`config.mk`:
```
export PLATFORM = sky130hd
export DESIGN_NAME = adder_tree_in_packer_flat
export DESIGN_NICKNAME = d
export VERILOG_FILES = /design/src/rtl/adder_tree_in_packer_if.sv /design/src/rtl/adder_tree_in_packer.sv /design/src/flat_wrapper.sv
export SDC_FILE = /design/constraint.sdc
export NUM_CORES = 1
export LEC_CHECK = 0
export BUFFER_PORTS_ARGS = -buffer_cell sky130_fd_sc_hd__buf_2
export CORE_MARGIN = 5
export CORE_UTILIZATION = 40
export CTS_BUF_LIST = sky130_fd_sc_hd__clkbuf_8
export CTS_CLUSTER_SIZE = 16
export DETAILED_ROUTE_END_ITERATION = 6
export PLACE_DENSITY_LB_ADDON = 0.05
export SYNTH_ARGS = -nofsm -noshare
export SYNTH_HDL_FRONTEND = slang
export SYNTH_SLANG_ARGS = --single-unit
```
`constraint.sdc`:
```
create_clock -name clk -period 4.3 [get_ports clk]
set_clock_uncertainty 0.05 [all_clocks]
set_input_delay 0 -clock clk [delete_from_list [all_inputs] [get_ports clk]]
set_output_delay 0 -clock clk [all_outputs]
set_load 0.05 [all_outputs]
```
`src/rtl/adder_tree_in_packer_if.sv`:
```
// Stream-in / frame-out bus between a serial sample source, the packer and the CSA adder tree.
// Slot 0 of o_data sits in the most significant bits and holds the first-received sample.
interface adder_tree_in_packer_if #(
  parameter int I_DATA_W = 3,
  parameter int I_DATA_N = 8
);
  logic [I_DATA_W-1:0]                 i_data;
  logic                                i_valid;
  logic                                o_ready;
  logic                                i_flush;
  logic [0:I_DATA_N-1][I_DATA_W-1:0]   o_data;
  logic                                o_valid;
  logic                                i_ready;
  logic                                o_partial;

  modport slave (
    input  i_data, i_valid, i_flush, i_ready,
    output o_ready, o_data, o_valid, o_partial
  );

  modport master (
    output i_data, i_valid, i_flush, i_ready,
    input  o_ready, o_data, o_valid, o_partial
  );
endinterface

```
`src/rtl/adder_tree_in_packer.sv`:
```
// Packs a serial sample stream into I_DATA_N-word frames for the CSA adder tree.
// Double-buffered: a fill buffer backs a registered output frame; flush zero-pads partial frames.
module adder_tree_in_packer_slot #(
  parameter int W = 3
) (
  input  logic         clk,
  input  logic         rst,
  input  logic         clr_i,
  input  logic         we_i,
  input  logic [W-1:0] d_i,
  output logic [W-1:0] q_o,
  output logic [W-1:0] nxt_o
);
  // nxt_o is the slot's content with this cycle's write folded in.
  assign nxt_o = we_i ? d_i : q_o;

  always_ff @(posedge clk) begin
    if (rst || clr_i) q_o <= '0;
    else if (we_i)    q_o <= d_i;
  end
endmodule

module adder_tree_in_packer #(
  parameter int I_DATA_W = 3,
  parameter int I_DATA_N = 8
) (
  input  logic                  clk,
  input  logic                  rst,
  adder_tree_in_packer_if.slave bus_s
);
  localparam int IDX_W = $clog2(I_DATA_N);

  typedef enum logic {FILL, FULL} state_e;

  state_e                              state_q;
  logic [IDX_W-1:0]                    wr_idx_q;
  logic [0:I_DATA_N-1][I_DATA_W-1:0]   buf_q, frame_d, o_data_q;
  logic                                o_valid_q, o_partial_q, part_hold_q;
  logic                                accept, slot_free, last, flush_close, complete, partial, buf_clr;

  assign bus_s.o_ready   = (state_q == FILL) && !rst;
  assign bus_s.o_data    = o_data_q;
  assign bus_s.o_valid   = o_valid_q;
  assign bus_s.o_partial = o_partial_q;

  assign accept      = bus_s.i_valid && bus_s.o_ready;
  assign slot_free   = !o_valid_q || bus_s.i_ready;
  assign last        = accept && (wr_idx_q == IDX_W'(I_DATA_N - 1));
  assign flush_close = (state_q == FILL) && bus_s.i_flush && ((wr_idx_q != '0) || accept);
  assign complete    = (state_q == FILL) && (last || flush_close);
  assign partial     = flush_close && !last;
  // Buffer empties whenever its frame moves into the output register.
  assign buf_clr     = slot_free && (complete || (state_q == FULL));

  for (genvar g = 0; g < I_DATA_N; g++) begin : g_slot
    adder_tree_in_packer_slot #(.W(I_DATA_W)) u_slot (
      .clk   (clk),
      .rst   (rst),
      .clr_i (buf_clr),
      .we_i  (accept && (wr_idx_q == IDX_W'(g))),
      .d_i   (bus_s.i_data),
      .q_o   (buf_q[g]),
      .nxt_o (frame_d[g])
    );
  end

  always_ff @(posedge clk) begin
    if (rst) begin
      state_q     <= FILL;
      wr_idx_q    <= '0;
      o_data_q    <= '0;
      o_valid_q   <= 1'b0;
      o_partial_q <= 1'b0;
      part_hold_q <= 1'b0;
    end else begin
      case (state_q)
        FILL: begin
          if (complete) begin
            wr_idx_q <= '0;
            if (slot_free) begin
              o_data_q    <= frame_d;
              o_valid_q   <= 1'b1;
              o_partial_q <= partial;
            end else begin
              part_hold_q <= partial;
              state_q     <= FULL;
            end
          end else begin
            if (accept)                        wr_idx_q  <= wr_idx_q + 1'b1;
            if (o_valid_q && bus_s.i_ready)    o_valid_q <= 1'b0;
          end
        end
        FULL: begin
          if (slot_free) begin
            o_data_q    <= buf_q;
            o_valid_q   <= 1'b1;
            o_partial_q <= part_hold_q;
            wr_idx_q    <= '0;
            state_q     <= FILL;
          end
        end
        default: state_q <= FILL;
      endcase
    end
  end
endmodule

```
`src/flat_wrapper.sv`:
```
// flat-port wrapper written by rule: the top's interface ports become plain ports
module adder_tree_in_packer_flat 
#(
  parameter int I_DATA_W = 3,
  parameter int I_DATA_N = 8
)
  (clk, rst, bus_s_i_data, bus_s_i_valid, bus_s_i_flush, bus_s_i_ready, bus_s_o_ready, bus_s_o_data, bus_s_o_valid, bus_s_o_partial);
  adder_tree_in_packer_if #(.I_DATA_W(I_DATA_W), .I_DATA_N(I_DATA_N)) bus_s_i ();
  input  logic clk;
  input  logic rst;
  input wire logic [$bits(bus_s_i.i_data)-1:0] bus_s_i_data;
  input wire logic [$bits(bus_s_i.i_valid)-1:0] bus_s_i_valid;
  input wire logic [$bits(bus_s_i.i_flush)-1:0] bus_s_i_flush;
  input wire logic [$bits(bus_s_i.i_ready)-1:0] bus_s_i_ready;
  output wire logic [$bits(bus_s_i.o_ready)-1:0] bus_s_o_ready;
  output wire logic [$bits(bus_s_i.o_data)-1:0] bus_s_o_data;
  output wire logic [$bits(bus_s_i.o_valid)-1:0] bus_s_o_valid;
  output wire logic [$bits(bus_s_i.o_partial)-1:0] bus_s_o_partial;
  assign bus_s_i.i_data = bus_s_i_data;
  assign bus_s_i.i_valid = bus_s_i_valid;
  assign bus_s_i.i_flush = bus_s_i_flush;
  assign bus_s_i.i_ready = bus_s_i_ready;
  assign bus_s_o_ready = bus_s_i.o_ready;
  assign bus_s_o_data = bus_s_i.o_data;
  assign bus_s_o_valid = bus_s_i.o_valid;
  assign bus_s_o_partial = bus_s_i.o_partial;
  adder_tree_in_packer #(.I_DATA_W(I_DATA_W), .I_DATA_N(I_DATA_N)) u_core (.clk(clk), .rst(rst), .bus_s(bus_s_i));
endmodule
```
==> results of run 1 <==
[worst reg2reg max path: stages, from the launching register on]
cell and delay (ns):
dfxtp_1 0.36, ha_1 0.23, ha_1 0.20, nor4bb_1 0.13, buf_4 0.20, or2_1 0.32
o211ai_4 0.58, o2bb2ai_1 0.18
[through the flow]
| step | hold WS [ns] | setup WS [ns] | util [%] | cells |
|---|---|---|---|---|
| 2_1_floorplan | 0.112 | 2.32 | - | 211 |
| 3_3_place_gp | 0.327 | 2.07 | 44.8 | 304 |
| 3_5_place_dp | 0.341 | 1.94 | 44.8 | 304 |
| 4_1_cts | 0.0142 | 1.92 | 47.2 | 312 |
| 5_1_grt | 0.0419 | 1.75 | 47.2 | 312 |
| 6_report | 0.0305 | 1.90 | 47.2 | 312 |
[logic make-up (layout without fill, tap and decap cells)]
family / Yosys count / in the layout / synth area share (%)
compound gates: 53 / 53 / 22.5
fa+ha+maj: 6 / 6 / 3.26
buf+inv: 23 / 52 / 5.65
flops: 55 / 55 / 47.8
mux: 22 / 22 / 9.55
simple gates: 52 / 52 / 11.2
[cells in the final DEF (no fill, tap or decap), drive strengths merged, types with 4 or more instances in the layout]
master	n
dfxtp	55
buf	36
nor2	29
mux2i	22
o2bb2ai	16
inv	8
ha	6
a2111oi	6
clkbuf	5
a21oi	5
o211ai	4
[power by group through the flow]
| stage | Combinational [W] | Clock (W) | Sequential, W |
|---|---|---|---|
| floorplan | 0.0000557 | 0 | 0.000556 |
| global placement | 0.0000980 | 0 | 0.000534 |
| detailed placement | 0.0000998 | 0 | 0.000535 |
| CTS | 0.0000998 | 0.000406 | 0.000523 |
| global route | 0.000108 | 0.000427 | 0.000524 |
| finish | 0.0000993 | 0.000391 | 0.000523 |
[worst paths after layout]
check | startpoint | to | cells after the start | slack [ns]
min reg2reg | u_core.bus_s.o_data[3] | u_core.bus_s.o_data[3] | 1 | 0.42
max reg2reg | u_core.wr_idx_q[0] | u_core.bus_s.o_data[10] | 7 | 1.90
max | u_core.wr_idx_q[0] | u_core.bus_s.o_data[10] | 7 | 1.90
min | bus_s_i_flush | u_core.wr_idx_q[2] | 4 | 0.03
[cell usage after synthesis, types with 3 or more instances]
cell type	number
and3_1	3
a31o_1	3
nor2_1	28
o211ai_1	3
nand2_1	3
o2bb2ai_1	6
o21a_1	3
mux2i_1	22
buf_6	4
ha_1	6
buf_2	4
o2bb2ai_2	10
nor2b_1	3
inv_1	8
a2111oi_0	5
a211oi_1	3
nor3_1	3
o211a_1	3
dfxtp_1	55
a21oi_1	4
[area by class of cell]
type,count,area share [%]
clock inverter,3,2.58
inverter,8,1.15
sequential,55,42.1
multi-input combinational,133,41.0
timing repair buffer,36,7.08
tap,72,3.44
clock buffer,5,2.63
[state kept, by name (all words and copies together) (netlist names)]
| name | flops |
|---|---|
| u_core.bus_s.o_data | 24 |
| u_core.bus_s.o_partial | 1 |
| u_core.bus_s.o_valid | 1 |
| u_core.g_slot.u_slot.q_o | 24 |
| u_core.part_hold_q | 1 |
| u_core.state_q | 1 |
| u_core.wr_idx_q | 3 |
[metal layers]
layer | up-vias | track usage [%] | part of all wire (%)
met4 | 0 | 3.74 | 0.76
li1 | 820 | - | -
met2 | 34 | 24.0 | 48
met5 | - | 0 | 0
met1 | 803 | 18.4 | 47
met3 | 4 | 4.23 | 4.4
==> results.yml, run 1 <==
run_status:
  status: "finished, final reports clean"
synthesis:
  synth.ff_latch_count: 55
  synth_cell_type_count: 44
  synth_ff_type: "dfxtp_1"
  syn_inst: 211
  synth_edf_count: 0
  synth_nets: 225
  synth_top_cell_by_area: "dfxtp_1"
  synth_area_sq_um: 2300
  synth.area.top_cells: "dfxtp_1 (48%), mux2i_1 (9.6%), o2bb2ai_2 (6.5%), nor2_1 (4.6%), ha_1 (3.3%)"
  synth.yosys.seq_area_share_pct: 47.8
  synth_area_per_cell_sq_um: 10.9
  yosys.area.top_type_share_pct: 47.8
  ys_async_sr_fraction_pct: 0
  ys.warnings.count: 0
setup_path:
  slowest_stage: "o211ai_4"
  cpMostUsedCell: "ha_1"
  cpLargestDelayFamily: "compound AO/OA/AOI/OAI gates"
  cp-end-kind: "flop"
  critPathLaunchType: "flop"
  max_stage_delay_ns: 0.58
  cp.required_ns: 4.41
  crit_type: "flop to flop"
  path_buf_inv: 1
  arrival_ns: 2.51
  path_max_fanout: 15
  cp_cell_sequence: "ha_1 -> ha_1 -> nor4bb_1 -> buf_4 -> or2_1 -> o211ai_4 -> o2bb2ai_1"
layout:
  multiInputGateArea_sq_um: 1070
  fin_area_sq_um: 2620
  drive_gt1_share_pct: 25.8
  diodes: 0
  sequential_cell_area_sq_um: 1100
  area_growth_pct: 13.5
  nFillCells: 526
  finalNetCount: 253
global_route:
  grt_pass1_vias: 1696
  grt_pass1_wl_um: 8460
  gr-total-overflow: 0
  grt_max_degree: 22
  antenna_found_initial: 0
  grtUsageTotal_pct: 14.5
detailed_routing:
  wl_um: 5010
  drtPass1Iterations: 4
  num_vias: 1661
  viasPerCell: 5.32
  drc_errors: 0
  routedWlPerCell_um: 16.1
  drt_iter0_markers: 104
  antenna_left: 0
placement:
  dp_hpwl_um: 3640
  port_buffers: 34
  gp_congestion: 0.755
  placed_cell_area_sq_um: 2480
power:
  ir_worst_vdd_uv: 231
  combinationalPowerShare_pct: 9.8
  p_per_area_nw_per_um2: 387
  switching_share_pct: 23.4
  seq_power_share_pct: 51.6
  p_total_w: 0.00101
  p_switching_w: 0.000237
  internal_power_w: 0.000776
  power.leakage_nw: 1.11
  pwr-share-clk_pct: 38.6
floorplanning:
  die_y_um: 85.9
  initial_utilization_pct: 41.6
  die_w_um: 85.9
  core-area_sq_um: 5540
  dieArea_sq_um: 7380
  pin_count: 35
  rows: 27
clock_network:
  cts_root_buf: "clkbuf_8"
  holdBufCountCts: 0
  cts_num_sinks: 55
  cts-htree-levels: 2
  clk_pin_slew_ns: 0.09
  cts-buffers-inserted: 5
  post_cts_buffers: 0
  clockBufferDepth: 2
  clock_latency_ns: 0.30
  postCtsResizedCells: 0
  cts_tree: "built"
flow_run:
  maxCapViolCount: 0
timing:
  drv_slew: 0
  relSlewSlack_pct: 49.0
  period_minus_slack_ns: 2.40
  hold_viol_final: 0
  fin_crit_sh_pct: 55.8
  setup_tns_ns: 0
  rsz0062_at_grt: "false"
  tightest_slew_ns: 0.764
  clock.fmax_ghz: 0.417
  setup_viol: 0
worst_hold_path:
  hold_class: "input pin to flop"
Note: power is estimated with default switching activity, not from simulation.
==> run 2, diff against run 1 <==
==> constraint.sdc (replaced) <==
create_clock -name clk -period 2.1 [get_ports clk]
set_clock_uncertainty 0.05 [all_clocks]
set_input_delay 0 -clock clk [delete_from_list [all_inputs] [get_ports clk]]
set_output_delay 0 -clock clk [all_outputs]
set_load 0.05 [all_outputs]
==> results.yml, run 2 (synthesized netlist as in run 1, its figures left out) <==
placement:
  port_buffers: 34
  gp_congestion: 0.721
  dp_hpwl_um: 3810
  placed_cell_area_sq_um: 2580
worst_hold_path:
  worstHoldStart: "bus_s_i_flush"
  hold_class: "input pin to flop"
timing:
  setup_viol: 0
  relSlewSlack_pct: 71.3
  clock.fmax_ghz: 0.501
  drv_slew: 0
  tightest_slew_ns: 0.430
  hold_ws_ns: 0.0433
  setup_tns_ns: 0
  fin_crit_sh_pct: 95.0
  period_minus_slack_ns: 1.99
  hold_viol_final: 0
setup_path:
  max_stage_delay_ns: 0.37
  cp.required_ns: 2.25
  path_max_fanout: 8
  slowest_stage: "dfxtp_2"
  cpLargestDelayFamily: "flip-flops"
  crit_type: "flop to flop"
  cp_cell_sequence: "ha_1 -> ha_1 -> nor4bb_1 -> buf_4 -> buf_4 -> mux2i_1 -> o211ai_1 -> o211a_1"
  crit-reg2reg-launch: "u_core.wr_idx_q[1]"
  cp-startpoint: "u_core.wr_idx_q[1]"
  arrival_ns: 2.15
  critPathLaunchType: "flop"
  cp-end-kind: "flop"
  path_buf_inv: 2
clock_network:
  cts_num_sinks: 55
  cts_root_buf: "clkbuf_8"
  cts-buffers-inserted: 5
  cts-htree-levels: 2
  clk_pin_slew_ns: 0.10
  cts_tree: "built"
  holdBufCountCts: 0
  clock_latency_ns: 0.31
  clockBufferDepth: 2
detailed_routing:
  drt_iter0_markers: 50
  viasPerCell: 5.32
  num_vias: 1713
  antenna_left: 0
  drc_errors: 0
  routedWlPerCell_um: 16.3
  wl_um: 5260
  drtPass1Iterations: 4
layout:
  nFillCells: 545
  layout_common_cells: "dfxtp_1 (54), buf_2 (34), nor2_1 (28)"
  drive_gt1_share_pct: 30.4
  finalNetCount: 263
  area_growth_pct: 18.0
  diodes: 0
  final_common_cell: "dfxtp_1"
  fin_area_sq_um: 2720
floorplanning:
  dieArea_sq_um: 7380
  pin_count: 35
  die_y_um: 85.9
  core-area_sq_um: 5540
  rows: 27
  initial_utilization_pct: 41.6
  die_w_um: 85.9
global_route:
  gr-total-overflow: 0
  grtUsageTotal_pct: 15.1
  grt_pass1_vias: 1822
  antenna_found_initial: 0
  grt_max_degree: 23
  grt_pass1_wl_um: 8910
power:
  power.leakage_nw: 1.17
  combinationalPowerShare_pct: 12.1
  ir_worst_vdd_uv: 408
  internal_power_w: 0.00141
  p_per_area_nw_per_um2: 706
  pwr-share-clk_pct: 32.1
  p_switching_w: 0.000514
  switching_share_pct: 26.8
  seq_power_share_pct: 55.7
run_status:
  status: "finished, final reports clean"
flow_run:
  maxCapViolCount: 0
-- run 2: area by class of cell --
class | count | area (sq um) | area share (%)
well taps | 72 | 90.1 | 3.31
flip-flops and latches | 55 | 1100 | 40.5
clock buffers | 6 | 82.6 | 3.04
multi-input cells | 133 | 1100 | 40.5
clock inverters | 2 | 16.3 | 0.598
repair buffers | 46 | 298 | 10.9
inverters | 8 | 30.0 | 1.10
-- run 2: stage by stage --
| stage | total power, W | cells | utilization, % | worst slack, ns |
|---|---|---|---|---|
| 6_report | 0.00192 | 322 | 49.1 | 0.106 |
| 5_1_grt | 0.00200 | 322 | 49.1 | -0.00132 |
| 4_1_cts | 0.00194 | 321 | 48.5 | 0.00910 |
| 3_5_place_dp | 0.00132 | 313 | 46.7 | 0.0275 |
| 3_3_place_gp | 0.00132 | 313 | 46.7 | 0.100 |
| 2_1_floorplan | 0.00125 | 211 | - | 0.121 |
-- run 2: layer usage --
| layer | track usage, % | part of all wire, % | vias to the layer above |
|---|---|---|---|
| li1 | - | - | 835 |
| met1 | 19.6 | 48 | 837 |
| met2 | 24.6 | 47 | 32 |
| met3 | 3.27 | 3.8 | 9 |
| met4 | 5.47 | 1.6 | 0 |
| met5 | 0 | 0 | - |
-- run 2: power by group through the flow --
stage	combinational (W)	sequential, W	clock (W)
4_1_cts	0.000229	0.00107	0.000642
5_1_grt	0.000251	0.00107	0.000679
6_report	0.000233	0.00107	0.000617
3_5_place_dp	0.000228	0.00109	0
2_1_floorplan	0.000114	0.00114	0
3_3_place_gp	0.000223	0.00109	0
-- run 2: what timing repair did --
action | in CTS | in global routing
gates resized for setup | 1 | 10
buffers inserted | 0 | 1
hold endpoints to repair | 0 | 0
endpoints found under the setup margin | 1 | 46
-- run 2: worst paths after layout --
| check | slack (ns) | cells past startpoint | to |
|---|---|---|---|
| setup / recovery | 0.11 | 8 | u_core.bus_s.o_data[1] |
| setup reg to reg | 0.11 | 8 | u_core.bus_s.o_data[1] |
| hold reg to reg | 0.42 | 1 | u_core.bus_s.o_data[7] |
| hold / removal | 0.04 | 4 | u_core.wr_idx_q[2] |
-- run 2: worst register-to-register path, cell delays in order (launching register included) --
cell	delay, ns
dfxtp_2	0.37
ha_1	0.19
ha_1	0.18
nor4bb_1	0.22
buf_4	0.22
buf_4	0.14
mux2i_1	0.22
o211ai_1	0.14
o211a_1	0.16
==> run 3, diff against run 2 <==
==> constraint.sdc (replaced) <==
create_clock -name clk -period 1.67 [get_ports clk]
set_clock_uncertainty 0.05 [all_clocks]
set_input_delay 0 -clock clk [delete_from_list [all_inputs] [get_ports clk]]
set_output_delay 0 -clock clk [all_outputs]
set_load 0.05 [all_outputs]
==> results.yml, run 3 (synthesized netlist as in run 1, its figures left out) <==
layout:
  finalNetCount: 288
  diodes: 0
  drive_gt1_share_pct: 44.4
  area_growth_pct: 34.4
  layout_common_cells: "dfxtp_1 (53), buf_2 (34), buf_4 (30)"
  final_common_cell: "dfxtp_1"
  fin_area_sq_um: 3100
global_route:
  gr-total-overflow: 0
  grt_max_degree: 23
  grtUsageTotal_pct: 15.9
  grt_pass1_vias: 1870
  grt_pass1_wl_um: 9320
  antenna_found_initial: 0
placement:
  gp_congestion: 0.818
  dp_hpwl_um: 4080
  placed_cell_area_sq_um: 2800
  port_buffers: 34
setup_path:
  path_max_fanout: 15
  arrival_ns: 2.07
  crit_type: "flop to flop"
  critPathLaunchType: "flop"
  cp-end-kind: "flop"
  cpLargestDelayFamily: "simple AND/OR/NAND/NOR gates"
  max_stage_delay_ns: 0.38
  slowest_stage: "dfxtp_4"
  cpMostUsedCell: "ha_4"
  cp.required_ns: 1.83
  cp_cell_sequence: "ha_4 -> ha_4 -> nor4bb_4 -> buf_4 -> or2_4 -> o211ai_4 -> buf_12 -> o2bb2ai_1"
  path_buf_inv: 2
clock_network:
  cts_num_sinks: 55
  clockBufferDepth: 2
  clock_latency_ns: 0.32
  clk_pin_slew_ns: 0.11
  cts-buffers-inserted: 5
  cts-htree-levels: 2
  holdBufCountCts: 0
  cts_tree: "built"
  cts_root_buf: "clkbuf_8"
detailed_routing:
  num_vias: 1799
  antenna_left: 0
  viasPerCell: 5.18
  drtPass1Iterations: 4
  wl_um: 5640
  routedWlPerCell_um: 16.3
  drc_errors: 0
  drt_iter0_markers: 53
timing:
  rsz0062_at_grt: "true"
  hold_viol_final: 0
  setup_viol: 52
  tightest_slew_ns: 0.355
  period_minus_slack_ns: 1.91
  relSlewSlack_pct: 75.6
  fin_crit_sh_pct: 114
  drv_slew: 0
  setup_slack_ns: -0.238
  setup_tns_ns: -7.95
  clock.fmax_ghz: 0.524
power:
  pwr-share-clk_pct: 35.3
  combinationalPowerShare_pct: 13.2
  seq_power_share_pct: 51.5
  p_per_area_nw_per_um2: 843
  p_switching_w: 0.000696
  switching_share_pct: 26.7
  ir_worst_vdd_uv: 423
  power.leakage_nw: 1.32
  internal_power_w: 0.00192
floorplanning:
  pin_count: 35
  dieArea_sq_um: 7380
  initial_utilization_pct: 41.6
  die_w_um: 85.9
  rows: 27
  die_y_um: 85.9
  core-area_sq_um: 5540
worst_hold_path:
  hold_class: "input pin to flop"
run_status:
  status: "finished, violations left"
  violations: "setup timing"
flow_run:
  maxCapViolCount: 0
==> run 3: changes by cell type in the layout (fill, tap and decap cells not counted), moves of 3 or more <==
cell / delta
buf_4: +21
buf_6: +4
a2111oi_1: -3
a2111oi_2: +3
a21oi_1: -3
ha_1: -3
ha_4: +3
mux2i_1: -3
nor3_1: -3
==> run 3: tightest hold or removal path, cell delays in order <==
cell       delay [ns]
buf_2            0.14
nor2_1           0.08
nand2_1          0.10
o2bb2ai_1        0.07
==> run 3: area by class of cell <==
class / count / area [sq um]
Clock buffer: 5 / 68.8
Clock inverter: 3 / 47.5
Fill cell: 497 / 2440
Inverter: 8 / 30.0
Multi-Input combinational cell: 133 / 1250
Sequential cell: 55 / 1110
Tap cell: 72 / 90.1
Timing Repair Buffer: 71 / 500
==> run 3: timing repair <==
action / 4_1_cts / 5_1_grt
endpoints found under the hold margin: 0 / 0
pin swaps: 7 / 7
setup buffers: 0 / 2
gates resized for setup: 28 / 12
endpoints found under the setup margin: 54 / 55
==> run 3: metrics by stage <==
step	hold slack [ns]	util (%)	total power [W]	instances	setup slack [ns]
6_report	0.0528	55.9	0.00261	347	-0.238
3_5_place_dp	0.360	50.6	0.00169	338	-0.300
2_1_floorplan	0.112	-	0.00158	211	-0.246
5_1_grt	0.0783	55.9	0.00271	347	-0.282
4_1_cts	0.0222	54.8	0.00262	346	-0.229
3_3_place_gp	0.332	50.6	0.00168	338	-0.331
==> run 3: final timing paths <==
check,endpoint,depth (start not counted),from,slack [ns]
setup / recovery,u_core.bus_s.o_data[6],8,u_core.wr_idx_q[1],-0.24
setup reg to reg,u_core.bus_s.o_data[6],8,u_core.wr_idx_q[1],-0.24
hold reg to reg,u_core.bus_s.o_data[22],2,u_core.bus_s.o_data[22],0.41
hold / removal,u_core.wr_idx_q[2],4,bus_s_i_flush,0.05
==> run 3: power by group through the flow <==
stage               Clock [W]  Combinational, W  Sequential [W]
finish               0.000921          0.000346         0.00134
CTS                  0.000943          0.000332         0.00134
detailed placement          0          0.000309         0.00138
global route         0.000997          0.000368         0.00135
global placement            0          0.000305         0.00137
floorplan                   0          0.000146         0.00143
==> run 3: layer usage <==
| layer | share of wire (%) | global-route usage, % |
|---|---|---|
| met5 | 0 | 0 |
| met4 | 1.5 | 5.18 |
| met3 | 3.7 | 3.75 |
| met2 | 49 | 27.0 |
| met1 | 46 | 19.8 |
